--- config.mk ---
export PLATFORM = sky130hd
export DESIGN_NAME = adc_deserializer
export DESIGN_NICKNAME = d
export VERILOG_FILES = /design/src/rtl/adc_deserializer.sv
export SDC_FILE = /design/constraint.sdc
export NUM_CORES = 1
export LEC_CHECK = 0
export ABC_AREA = 0
export BUFFER_PORTS_ARGS = -buffer_cell sky130_fd_sc_hd__buf_2
export CAP_MARGIN = 15
export CORE_MARGIN = 1.5
export CORE_UTILIZATION = 27
export CTS_CLUSTER_DIAMETER = 100
export CTS_CLUSTER_SIZE = 10
export DETAILED_ROUTE_END_ITERATION = 8
export PLACE_DENSITY = 0.55
export RECOVER_POWER = 25
export REMOVE_ABC_BUFFERS = 1
export SYNTH_ARGS = -nofsm -noshare
export SYNTH_HDL_FRONTEND = slang
export SYNTH_SLANG_ARGS = --single-unit
export TNS_END_PERCENT = 10
--- constraint.sdc ---
create_clock -name adc_clk_i -period 2.6 [get_ports adc_clk_i]
set_input_delay 0.26 -clock adc_clk_i [delete_from_list [all_inputs] [get_ports adc_clk_i]]
set_output_delay 0.26 -clock adc_clk_i [all_outputs]
set_load 0.01 [all_outputs]
--- src/rtl/adc_deserializer.sv ---
// Word-framed multi-channel serial-to-parallel capture with frame resync,
// a valid/ready holding register and sticky overflow/drop accounting.
module adc_deserializer #(
    parameter int unsigned NUM_CH    = 4,
    parameter int unsigned WORD_W    = 32,
    parameter bit          MSB_FIRST = 1'b0
) (
    input  logic                       adc_clk_i,
    input  logic                       reset,
    input  logic [NUM_CH-1:0]          adc_data_i,
    input  logic                       adc_en_i,
    input  logic                       frame_sync_i,
    output logic [NUM_CH*WORD_W-1:0]   word_o,
    output logic                       word_valid_o,
    input  logic                       word_ready_i,
    output logic                       overflow_o,
    input  logic                       overflow_clr_i,
    output logic [7:0]                 drop_cnt_o
);

    localparam int unsigned CNT_W  = $clog2(WORD_W);
    localparam int unsigned DATA_W = NUM_CH * WORD_W;
    localparam logic [CNT_W-1:0] CNT_LAST = CNT_W'(WORD_W - 1);

    typedef enum logic {
        EMPTY = 1'b0,
        FULL  = 1'b1
    } hold_state_e;

    hold_state_e                       state_q, state_d;
    logic [NUM_CH-1:0][WORD_W-1:0]     sr_q, sr_d;
    logic [CNT_W-1:0]                  cnt_q, cnt_d;
    logic [DATA_W-1:0]                 word_q, word_d;
    logic                              overflow_q, overflow_d;
    logic [7:0]                        drop_cnt_q, drop_cnt_d;
    logic                              complete;
    logic                              handshake;
    logic                              drop;

    // Shift registers and bit counter; frame sync outranks word completion.
    always_comb begin
        sr_d     = sr_q;
        cnt_d    = cnt_q;
        complete = 1'b0;
        if (adc_en_i) begin
            for (int k = 0; k < int'(NUM_CH); k++) begin
                if (MSB_FIRST) begin
                    sr_d[k] = {sr_q[k][WORD_W-2:0], adc_data_i[k]};
                end else begin
                    sr_d[k] = {adc_data_i[k], sr_q[k][WORD_W-1:1]};
                end
            end
        end
        if (frame_sync_i) begin
            cnt_d = adc_en_i ? CNT_W'(1) : '0;
        end else if (adc_en_i) begin
            if (cnt_q == CNT_LAST) begin
                cnt_d    = '0;
                complete = 1'b1;
            end else begin
                cnt_d = cnt_q + CNT_W'(1);
            end
        end
    end

    // Holding register FSM plus overflow accounting.
    always_comb begin
        state_d    = state_q;
        word_d     = word_q;
        overflow_d = overflow_q;
        drop_cnt_d = drop_cnt_q;
        drop       = 1'b0;
        handshake  = (state_q == FULL) && word_ready_i;
        case (state_q)
            EMPTY: begin
                if (complete) begin
                    state_d = FULL;
                    word_d  = sr_d;
                end
            end
            FULL: begin
                if (complete && handshake) begin
                    word_d = sr_d;
                end else if (complete) begin
                    drop = 1'b1;
                end else if (handshake) begin
                    state_d = EMPTY;
                end
            end
            default: state_d = EMPTY;
        endcase
        if (drop) begin
            overflow_d = 1'b1;
            if (overflow_clr_i) begin
                drop_cnt_d = 8'd1;
            end else if (drop_cnt_q != 8'hFF) begin
                drop_cnt_d = drop_cnt_q + 8'd1;
            end
        end else if (overflow_clr_i) begin
            overflow_d = 1'b0;
            drop_cnt_d = 8'd0;
        end
    end

    always_ff @(posedge adc_clk_i) begin
        if (reset) begin
            state_q    <= EMPTY;
            sr_q       <= '0;
            cnt_q      <= '0;
            word_q     <= '0;
            overflow_q <= 1'b0;
            drop_cnt_q <= 8'd0;
        end else begin
            state_q    <= state_d;
            sr_q       <= sr_d;
            cnt_q      <= cnt_d;
            word_q     <= word_d;
            overflow_q <= overflow_d;
            drop_cnt_q <= drop_cnt_d;
        end
    end

    assign word_o       = word_q;
    assign word_valid_o = (state_q == FULL);
    assign overflow_o   = overflow_q;
    assign drop_cnt_o   = drop_cnt_q;

endmodule

* Word level (Yosys, flattened, before mapping)
Cells that the tools add are included.
Word-level totals: logic and storage cells 47, bits of input ports 10, output and inout bits 138, flip-flop bits (word level) 271
Cells by class: add/subtract/negate cells 2, mux-type cells 24, equality and inequality tests 4, reduce and logical (&&, ||, !) cells 7, bitwise logic cells 1
Operator list (count):
- $mux W128 | 3
- $pmux W128 S2 | 1
- $mux W8 | 4
- $mux W5 | 3
- $mux W1 | 12
- $add A8 B1 Y8 const B | 1
- $ne A8 B8 Y1 const B | 1
- $reduce_bool A2 Y1 | 3
- $add A5 B1 Y5 const B | 1
- $eq A5 B5 Y1 const B | 1
- $reduce_and A2 Y1 | 2
- $logic_and A1 B1 Y1 | 2
- $ne A2 B1 Y1 const B | 1
- $ne A2 B2 Y1 const B | 1
- $pmux W1 S2 | 1
- $not A1 Y1 | 1

* Longest topological paths before layout
depth after elaboration 9, mapped depth 10, mapped depth without buffers 7

* Worst setup path before layout
OpenSTA, ideal clock, no wires.
path kind register to register, start point register cnt_q[0], end point register word_q[13] (netlist: word_o[13]), arrival 1.765 ns, setup slack 0.689 ns, data required time 2.454 ns, clock period less this slack 1.911 ns, library setup time 0.146 ns, cell stages (with the launch flop) 10, buffers on the path 3, cell sequence dfxtp_1 > ha_1 > and3_1 > ha_1 > nand3b_4 > nor2b_1 > buf_2 > buf_2 > buf_4 > a211oi_2
Between the ends: longest elaborated chain between the ends 7, elaborated cells between the ends (all ways) 8, classes of those cells 3 x eq/ne; 3 x mux; 2 x reduce/logical
Ends and longest elaborated chain:
- from (decl) | RTL line 32 | logic [CNT_W-1:0] cnt_q, cnt_d;
- from (signal assigned) | RTL line 116 | cnt_q <= cnt_d;
- $eq A5 B5 Y1 * | RTL line 57 | if (cnt_q == CNT_LAST) begin
- $mux W1 * | RTL line 57
- $mux W1 * | RTL line 56 | end else if (adc_en_i) begin
- $mux W1 * | RTL line 54 | if (frame_sync_i) begin
- $logic_and A1 B1 Y1 | RTL line 82 | if (complete && handshake) begin
- $ne A2 B1 Y1 (no source line)
- $reduce_and A2 Y1 (no source line) *
- to (signal assigned) | RTL line 117 | word_q <= word_d;
- to (decl) | RTL line 33 | logic [DATA_W-1:0] word_q, word_d;
Every way passes the cells marked *; elsewhere a longest branch is shown, timed or not. A chain may end at the register's enable or synchronous reset.

* Worst setup path after layout
start point register cnt_q[0], end point register word_q[99] (netlist: word_o[99])
Same word-level chain as after synthesis.

==> results.md <==
| Result | Reported |
|:---|:---|
| Area of the core | 36800 sq um |
| Pin count of the biggest net entering global routing | 75 |
| Number of warning messages in the yosys log | 0 |
| Max Root-Sink Buffers | 3 |
| Post-CTS setup buffer count | 0 |
| Hold Path Origin | word_ready_i |
| Number of buffer and inverter instances along the worst setup path | 2 |
| Min cycle time layout | 2.30 ns |
| IO Count | 148 |
| Family with the most delay on the worst path | simple AND/OR/NAND/NOR gates |
| Final wirelength | 21.0 mm |
| Layout cells sized above 1 | 30.7% |
| Rows | 70 |
| Initial core utilization | 27.5% |
| Reg2reg end | word_o[99] |
| Slowest stage cell on the critical path | sky130_fd_sc_hd__dfxtp_1 |
| Violated checks | max-capacitance violations, max-slew violations |
| Cell-by-cell trace of the critical path | ha_1 > and3_1 > ha_1 > nand3b_4 > nor2b_4 > buf_12 > buf_12 > nor2_1 > a211oi_2 |
| EDFF count, synth | 0 |
| Delay contributed by the slowest stage of the critical path | 0.37 ns |
| Worst reg-to-reg path cell count | 9 |
| Sequential fraction of the synthesis area | 53.6% |
| Avg Vias per Cell | 4.41 |
| Average instance area after synthesis | 10.9 sq um |
| Number of fill cells | 3792 |
| Prevailing post-synth register cell | sky130_fd_sc_hd__dfxtp_1 |
| TritonCTS buffer count | 31 |
| Worst-case setup margin in the final layout | 0.303 ns |
| Setup repair after global routing missed its margin | false |
| Proportion of netlist area held by the largest area contributor | 53.6% |
| Post-Syn Area | 10100 sq um |
| Die width | 197 um |
| CTS HTree Levels | 1 |
| Critical path launch point type | register |
| Dominant cell type by area after synthesis | sky130_fd_sc_hd__dfxtp_1 |
| Arr. time, crit path | 2.76 ns |
| Master cell of the clock root buffer | sky130_fd_sc_hd__clkbuf_16 |
| Sum of overflow across all layers after global routing | 0 |
| Vert. Die Dim | 197 um |
| Cell types with the largest area share after synthesis | sky130_fd_sc_hd__dfxtp_1, sky130_fd_sc_hd__a211oi_2, sky130_fd_sc_hd__mux2i_1, sky130_fd_sc_hd__nor2_1, sky130_fd_sc_hd__buf_6 |
| Fin util | 32.9% |
| Crit path kind | register to register |
| Vias in the first global route | 6519 |
| Overall Global Routing Usage | 10.8% |
| Distinct cells, synth | 39 |
| Last weighted congestion value of the routability-driven placer | 0.752 |
| Max Cap Viol | 2 |
| Antenna violation net count after detailed routing | 0 |
| Worst hold stages | 3 |
| Hold EP | word_valid_o |
| Total vias in the final route | 6722 |
| First-pass iteration count of the detailed router | 4 |
| Slew at the pin closest to its max-slew limit | 1.91 ns |
| Net count of the finished layout | 1067 |
| Worst-case headroom to the max-slew limit | -27.3% |
| Clock-pin slew of the registers on the worst-case setup and hold paths | 0.06 ns |
| Leakage power figure | 4.85 nW |
| Launching point of the worst reg2reg path | cnt_q[0] |
| Dpl ws | 0.319 ns |
| Port Buffers | 147 |
| Die Footprint | 38700 sq um |
| Number of sinks driven by the clock tree | 271 |
| Worst Hold Class | input pin to register |
| F_max | 0.435 GHz |
| Pins over their slew limit | 109 |
| Pwr dens | 669 nW/um^2 |
| Number of failing hold endpoints at the final stage | 0 |
| CTS Hold Buffers Added | 6 |
| Global-route wire length before repair | 34.2 mm |
| Register-to-register setup slack | 0.30 ns |
| CTS tree | done |
| HPWL after detailed placement | 13.2 mm |
| Post-DR wirelength/cell | 13.8 um |
| Clk Latency, worst-skew pair | 0.56 ns |
| Critical path peak fanout | 43 |
| Total setup violations reported at the end of the flow | 0 |
| PostCTS Resize Cnt | 0 |
| Area growth from synthesis to layout | 19.5% |
| Critical path required time | 3.06 ns |
| Drc violations | 0 |
| Critical path endpoint category | register |
| FFs w/ async S/R, synth | 0% |
| Number of antenna violations at the first check in global routing | 0 |
| Number of DRC markers after the initial detailed-route iteration | 220 |
| Final Cycle Share | 88.3% |
| Synth Register Bits | 271 |
| Antenna diodes | 0 |
| Worst Skew | 0.0134 ns |
| Outcome | finished with violations |
| Max IR drop VDD | 0.000458 V |
| Cell count after synthesis | 927 |
## report_power, final
group          leakage, nW  switching [W]  internal (W)
Clock                0.392        0.00160       0.00209
Sequential            2.18     0.00000539       0.00416
Combinational         2.28       0.000156     0.0000781
Total                 4.85        0.00177       0.00633
## cell families after synthesis
| kind of cell | Yosys count | share of synthesized area, % |
|---|---|---|
| DFF | 271 | 53.6 |
| xor gates and xnor gates | 1 | 0.0865 |
| buffers and inverters | 77 | 4.35 |
| muxes | 131 | 13.0 |
| AOI/OAI and AO/OA | 149 | 16.9 |
| and+or+nand+nor | 295 | 11.8 |
| adders and majority gates | 3 | 0.371 |
## synth_stat cells (5+ instances only)
master                       n
sky130_fd_sc_hd__buf_4       7
sky130_fd_sc_hd__buf_6      12
sky130_fd_sc_hd__dfxtp_1   271
sky130_fd_sc_hd__a21oi_1     7
sky130_fd_sc_hd__mux2i_1   131
sky130_fd_sc_hd__a211oi_2  121
sky130_fd_sc_hd__a211oi_1   10
sky130_fd_sc_hd__clkbuf_1   29
sky130_fd_sc_hd__nor3_1      5
sky130_fd_sc_hd__buf_2      25
sky130_fd_sc_hd__nor2_1    266
## worst register-to-register path, cell delays in order (launching register included)
cell and delay [ns]:
sky130_fd_sc_hd__dfxtp_1 0.37, sky130_fd_sc_hd__ha_1 0.19, sky130_fd_sc_hd__and3_1 0.16, sky130_fd_sc_hd__ha_1 0.31
sky130_fd_sc_hd__nand3b_4 0.18, sky130_fd_sc_hd__nor2b_4 0.22, sky130_fd_sc_hd__buf_12 0.21, sky130_fd_sc_hd__buf_12 0.27
sky130_fd_sc_hd__nor2_1 0.08, sky130_fd_sc_hd__a211oi_2 0.19
## metal layers
layer  wire, um  track usage, %  share of wire, %  up-vias
li1           -               -                 -     3453
met1       9730            14.0                46     3115
met2       9460            17.1                45      118
met3       1320            3.23               6.3       36
met4        437            3.42               2.1        0
met5          0               0                 0        -
## final cells by class
class | count | area (sq um) | share of cell area (%)
clock buffers | 32 | 779 | 6.44
repair buffers | 169 | 1020 | 8.42
inverters | 2 | 7.51 | 0.0620
clock inverters | 2 | 17.5 | 0.145
multi-input cells | 579 | 4270 | 35.3
well taps | 468 | 586 | 4.84
flip-flops and latches | 271 | 5430 | 44.8
## worst max-delay path by stage
stage | slack, ns | end | cells after the start | from
after floorplan | -11.06 | word_o[125] | 6 | cnt_q[0]
after global placement | 0.41 | word_o[102] | 9 | cnt_q[0]
after CTS | 0.30 | word_o[37] | 9 | cnt_q[0]
after global routing | 0.09 | word_o[103] | 9 | cnt_q[0]
after detailed placement | 0.32 | word_o[65] | 9 | cnt_q[0]
final | 0.30 | word_o[99] | 9 | cnt_q[0]
## through the flow
stage | power, W | hold WS [ns] | instances | cell area (sq um) | TNS, ns
finish | 0.00810 | 0.239 | 1523 | 12100 | 0
global route | 0.00847 | 0.244 | 1523 | 12100 | 0
CTS | 0.00831 | 0.0702 | 1523 | 12200 | 0
detailed placement | 0.00450 | 0.465 | 1483 | 11300 | 0
global placement | 0.00449 | 0.461 | 1483 | 11300 | 0
floorplan | 0.00432 | 0.325 | 852 | 9690 | -1391.45
## sequential cells by signal, indices dropped and copies added, names as in the netlist
name	cells
cnt_q	5
drop_cnt_o	8
overflow_o	1
sr_q	128
word_o	128
word_valid_o	1
## cells in the final DEF, fill, tap and decap left out, types with 2 or more instances in the layout
cell type / instances
sky130_fd_sc_hd__inv_6: 2
sky130_fd_sc_hd__clkbuf_16: 31
sky130_fd_sc_hd__ha_1: 3
sky130_fd_sc_hd__and3_1: 3
sky130_fd_sc_hd__a211oi_1: 10
sky130_fd_sc_hd__a211oi_2: 121
sky130_fd_sc_hd__clkbuf_2: 2
sky130_fd_sc_hd__nor3_1: 5
sky130_fd_sc_hd__nor2_1: 266
sky130_fd_sc_hd__nand3_1: 3
sky130_fd_sc_hd__nand2_1: 3
sky130_fd_sc_hd__dfxtp_1: 271
sky130_fd_sc_hd__a31o_2: 2
sky130_fd_sc_hd__mux2i_1: 131
sky130_fd_sc_hd__a21oi_1: 7
sky130_fd_sc_hd__buf_12: 8
sky130_fd_sc_hd__clkbuf_1: 2
sky130_fd_sc_hd__o21ai_0: 3
sky130_fd_sc_hd__dlygate4sd3_1: 6
sky130_fd_sc_hd__clkbuf_4: 2
sky130_fd_sc_hd__or2_2: 2
sky130_fd_sc_hd__buf_2: 145
sky130_fd_sc_hd__buf_4: 4
sky130_fd_sc_hd__inv_1: 2
sky130_fd_sc_hd__nand2b_1: 2
Note: power is estimated with default switching activity, not from simulation.
